<file path="config.mk">
export PLATFORM = sky130hd
export DESIGN_NAME = mfcc_accum_tx
export DESIGN_NICKNAME = d
export VERILOG_FILES = /design/src/rtl/mfcc_accum_tx.sv
export SDC_FILE = /design/constraint.sdc
export NUM_CORES = 2
export LEC_CHECK = 0
export CORE_ASPECT_RATIO = 0.5
export CORE_MARGIN = 2
export CORE_UTILIZATION = 25
export DETAILED_ROUTE_END_ITERATION = 6
export PLACE_DENSITY_LB_ADDON = 0.3
export SYNTH_ARGS = -nofsm -noshare
export SYNTH_HDL_FRONTEND = slang
export SYNTH_SLANG_ARGS = --single-unit
</file>
<file path="constraint.sdc">
create_clock -name clk -period 10.1 [get_ports clk]
set_clock_uncertainty 0.15 [all_clocks]
set_input_delay 1.515 -clock clk [delete_from_list [all_inputs] [get_ports clk]]
set_output_delay 1.515 -clock clk [all_outputs]
set_load 0.005 [all_outputs]
</file>
<file path="src/rtl/mfcc_accum_tx.sv">
// mfcc_accum_tx: per-lane MFCC product accumulator feeding an AXI4-Stream frame transmitter.
// Optional macro MFCC_ACCUM_TX_SAT_EN saturates stored sums to signed 24 bits.
module mfcc_accum_tx #(
  parameter int NUM_COEF  = 13,
  parameter int FRAME_LEN = 15
) (
  input  logic        clk,
  input  logic        resetn,
  input  logic        mult_valid,
  input  logic [27:0] mult_p0,
  input  logic [27:0] mult_p1,
  input  logic [27:0] mult_p2,
  input  logic [27:0] mult_p3,
  input  logic [27:0] mult_p4,
  input  logic [27:0] mult_p5,
  input  logic [27:0] mult_p6,
  input  logic [27:0] mult_p7,
  input  logic [27:0] mult_p8,
  input  logic [27:0] mult_p9,
  input  logic [27:0] mult_p10,
  input  logic [27:0] mult_p11,
  input  logic [27:0] mult_p12,
  output logic [31:0] m_tdata,
  output logic        m_tvalid,
  input  logic        m_tready,
  output logic        m_tlast,
  output logic        overrun
);
  localparam int BW = FRAME_LEN > 1 ? $clog2(FRAME_LEN) : 1;
  localparam int IW = NUM_COEF > 1 ? $clog2(NUM_COEF) : 1;
  typedef enum logic {IDLE, SEND} state_t;
  state_t state_q, state_d;
  logic [BW-1:0] beat_q, beat_d;
  logic [IW-1:0] idx_q, idx_d;
  logic overrun_q, overrun_d;
  logic [27:0] prod [13];
  logic [31:0] acc_q [NUM_COEF];
  logic [31:0] sum [NUM_COEF];
  logic [31:0] buf_q [NUM_COEF];
  logic frame_done, last, hs, load;
  function automatic logic [31:0] clip(input logic signed [31:0] s);
`ifdef MFCC_ACCUM_TX_SAT_EN
    return s > 32'sd8388607 ? 32'sd8388607 : s < -32'sd8388608 ? -32'sd8388608 : s;
`else
    return s;
`endif
  endfunction
  assign prod = '{mult_p0, mult_p1, mult_p2, mult_p3, mult_p4, mult_p5, mult_p6,
                  mult_p7, mult_p8, mult_p9, mult_p10, mult_p11, mult_p12};
  for (genvar k = 0; k < NUM_COEF; k++) begin : g_sum
    assign sum[k] = acc_q[k] + {{4{prod[k][27]}}, prod[k]};
  end
  assign frame_done = mult_valid && beat_q == BW'(FRAME_LEN - 1);
  assign last       = state_q == SEND && idx_q == IW'(NUM_COEF - 1);
  assign hs         = state_q == SEND && m_tready;
  // A frame lands in the buffer only if nothing is pending or the final beat leaves this cycle
  assign load       = frame_done && (state_q == IDLE || (last && m_tready));
  always_comb begin
    state_d   = load ? SEND : (hs && last) ? IDLE : state_q;
    idx_d     = (load || (hs && last)) ? '0 : hs ? idx_q + IW'(1) : idx_q;
    beat_d    = !mult_valid ? beat_q : frame_done ? '0 : beat_q + BW'(1);
    overrun_d = overrun_q | (frame_done & ~load);
  end
  always_ff @(posedge clk or negedge resetn) begin
    if (!resetn) begin
      state_q   <= IDLE;
      beat_q    <= '0;
      idx_q     <= '0;
      overrun_q <= 1'b0;
      for (int k = 0; k < NUM_COEF; k++) begin
        acc_q[k] <= '0;
        buf_q[k] <= '0;
      end
    end else begin
      state_q   <= state_d;
      beat_q    <= beat_d;
      idx_q     <= idx_d;
      overrun_q <= overrun_d;
      for (int k = 0; k < NUM_COEF; k++) begin
        if (mult_valid) acc_q[k] <= frame_done ? '0 : sum[k];
        if (load) buf_q[k] <= clip(sum[k]);
      end
    end
  end
  assign m_tvalid = state_q == SEND;
  assign m_tlast  = last;
  assign m_tdata  = m_tvalid ? buf_q[idx_q] : '0;
  assign overrun  = overrun_q;
endmodule

</file>
==> results.yml <==
yosys:
  avgSynthCellArea_sq_um: 9.52
  synth_xor_area_share_pct: 6.04
  synth_edf_count: 0
  yosysWarnings: 0
  synth_compound_area_share_pct: 25.5
  synthMuxAreaShare_pct: 4.47
  ys_ff_latch: 842
  seq_area_frac_synth_pct: 39.0
  synthArstFlopShare_pct: 100
  synth_flop_cell: "dfrtp_1"
  synth_common_cells: "842 x dfrtp_1, 770 x nand2_1, 519 x o21ai_0"
  synth_top_family_by_area: "compound AO/OA/AOI/OAI gates"
  synth_nets: 6466
  yosysMostFrequentCell: "dfrtp_1"
  yosys.area.top_type_share_pct: 39.0
  synthSimpleGateAreaFrac_pct: 11.9
  synthAdderAreaFrac_pct: 9.90
  syn_area_sq_um: 54100
  synth_cell_types: 93
  synth_area_leaders: "dfrtp_1 39%, ha_1 9.4%, o2bb2ai_1 5.9%"
  syn_inst: 5678
  synth.largest_area_cell: "dfrtp_1"
global_routing:
  use_met3_pct: 2.48
  track_usage_pct: 17.7
  met1_usage_pct: 24.2
  top_usage_layer: "met2"
  use_met2_pct: 28.5
  grt_start_max_net_pins: 277
  grt_antenna_before_repair: 42
  first_global_vias: 43800
  grt_pass1_wl_mm: 294
  grt_overflow: 0
timing:
  min_period_ns: 6.10
  worst_slew_pin_slew_ns: 1.14
  rsz0062_at_grt: "false"
  tns_ns: 0
  slew_viol_final: 0
  fmax_mhz: 164
  finalCritPeriodShare_pct: 60.4
  hold_viol: 0
  setup_violations: 0
  slew_headroom_pct: 24.3
placement:
  placed_area_sq_um: 60900
  placement.io_buffers: 402
  gp_congestion: 0.914
  dpl.hpwl_mm: 150
layout:
  final_util_pct: 30.0
  nets: 6694
  fin_area_sq_um: 64300
  fillerInstances: 22500
  area_growth_pct: 18.9
  multi_input_area_sq_um: 31300
  drive_above_1_share_pct: 6.10
  seq_area_sq_um: 21100
drt:
  drt_pass1_iterations: 6
  drt-total-wl_mm: 199
  wl_per_cell_um: 22.5
  vias: 45200
  drtIter0Drc: 3558
  ant_nets: 0
  via_per_inst: 5.11
  drc: 0
die:
  die_h_um: 333
  fp-row-count: 120
  dieArea_sq_um: 220000
  boundaryPins: 403
  die_x_um: 662
  core_sq_um: 214000
  initial_core_util_pct: 25.2
clock_network:
  cts-hold-fix-buffers: 0
  insertion_delay_ns: 0.74
  numCtsBuffers: 93
  clockBufferDepth: 3
  htree_levels: 3
  cts_sinks: 842
  clk_pin_slew_ns: 0.06
  ctsResizeCount: 0
  postCtsSetupRepairBufs: 0
  cts_tree: "yes"
  root_buffer: "clkbuf_16"
setup_path:
  rr_startpoint: "idx_q[3]"
  crit_required_ns: 8.44
  crit_fanout: 35
  cp_data_arrival_time_ns: 4.43
  startpoint: "idx_q[1]"
  endpoint_kind: "output pin"
  rr_worst_depth: 9
  rrSetupSlack_ns: 5.66
  r2r_end: "buf_q[358]"
  start_kind: "register"
  path_class: "register to output pin"
  crit_path_end: "m_tdata[29]"
hold_path:
  holdPathStages: 2
  min_path_type: "register to register"
power:
  p_leak_nw: 27.6
  p_per_area_nw_per_um2: 329
  power_mw: 21.2
  vdd_drop_max_uv: 147
flow_run:
  cap_violations: 0
status:
  status: "completed"
routing by layer:
| metal | vias to the layer above | wire, um |
|---|---|---|
| met5 | - | 91 |
| met4 | 16 | 7540 |
| met3 | 259 | 9470 |
| met2 | 1131 | 91900 |
| met1 | 22300 | 90100 |
| li1 | 21600 | - |
power by group:
| part | internal, mW | switching, mW | total [mW] |
|---|---|---|---|
| clock | 2.19 | 1.58 | 3.76 |
| sequential | 4.76 | 1.12 | 5.88 |
| combinational | 4.61 | 6.92 | 11.5 |
| total | 11.6 | 9.61 | 21.2 |
worst max-delay path, cell delays in order (launching register included):
cell             delay (ns)
dfrtp_4                0.78
buf_4                  0.52
buf_4                  0.53
mux4_2                 0.30
nand2_1                0.06
a311oi_1               0.82
clkdlybuf4s50_1        0.65
worst min-delay path by stage:
stage,from,endpoint,slack [ns]
CTS,buf_q[64],buf_q[64],0.32
floorplan,buf_q[192],buf_q[192],0.29
global placement,buf_q[96],buf_q[96],0.31
detailed placement,buf_q[64],buf_q[64],0.31
finish,buf_q[64],buf_q[64],0.32
global route,buf_q[87],buf_q[87],0.35
stage by stage:
step	cells	hold slack, ns	setup WS [ns]
3_3_place_gp	8678	0.307	4.74
5_1_grt	8853	0.346	3.86
2_1_floorplan	5678	0.290	5.72
6_report	8859	0.324	4.00
3_5_place_dp	8678	0.309	4.75
4_1_cts	8847	0.325	3.98
area by class of cell:
class                      instances  area share, %
multi-input combinational       4389           48.7
antenna                           12         0.0467
clock buffer                     130           4.22
timing repair buffer             436           6.84
inverter                         144          0.853
sequential                       842           32.8
tap                             2867           5.58
clock inverter                    39          0.921
registers in the layout (all words and copies together), names as in the netlist:
signal / count
acc_q: 416
beat_q: 4
buf_q: 416
idx_q: 4
m_tvalid: 1
overrun: 1
logic make-up after synthesis:
logic type,after synthesis
xor+xnor,365
flops,842
fa+ha+maj,420
simple gates,1448
mux,120
compound gates,2036
buf+inv,447
placed cells by master, fill, tap and decap left out, types with 44 or more instances in the layout:
cell type / synthesis / final
o21bai_1: 73 / 73
clkdlybuf4s50_1: 0 / 400
a31oi_1: 51 / 51
ha_1: 407 / 407
xnor2_1: 190 / 190
nand3_1: 104 / 104
nand4_1: 44 / 44
a21oi_1: 391 / 390
o21a_1: 58 / 58
a221oi_1: 44 / 44
inv_1: 143 / 141
o2bb2ai_1: 362 / 362
o21ai_0: 519 / 519
xor2_1: 170 / 170
nand2_1: 770 / 768
a21o_1: 195 / 195
nor2_1: 224 / 222
and3_1: 48 / 48
nor2b_1: 45 / 45
nor3_1: 68 / 67
clkbuf_16: 0 / 95
dfrtp_1: 842 / 840
mux4_2: 96 / 96
Note: power is estimated with default switching activity, not from simulation.
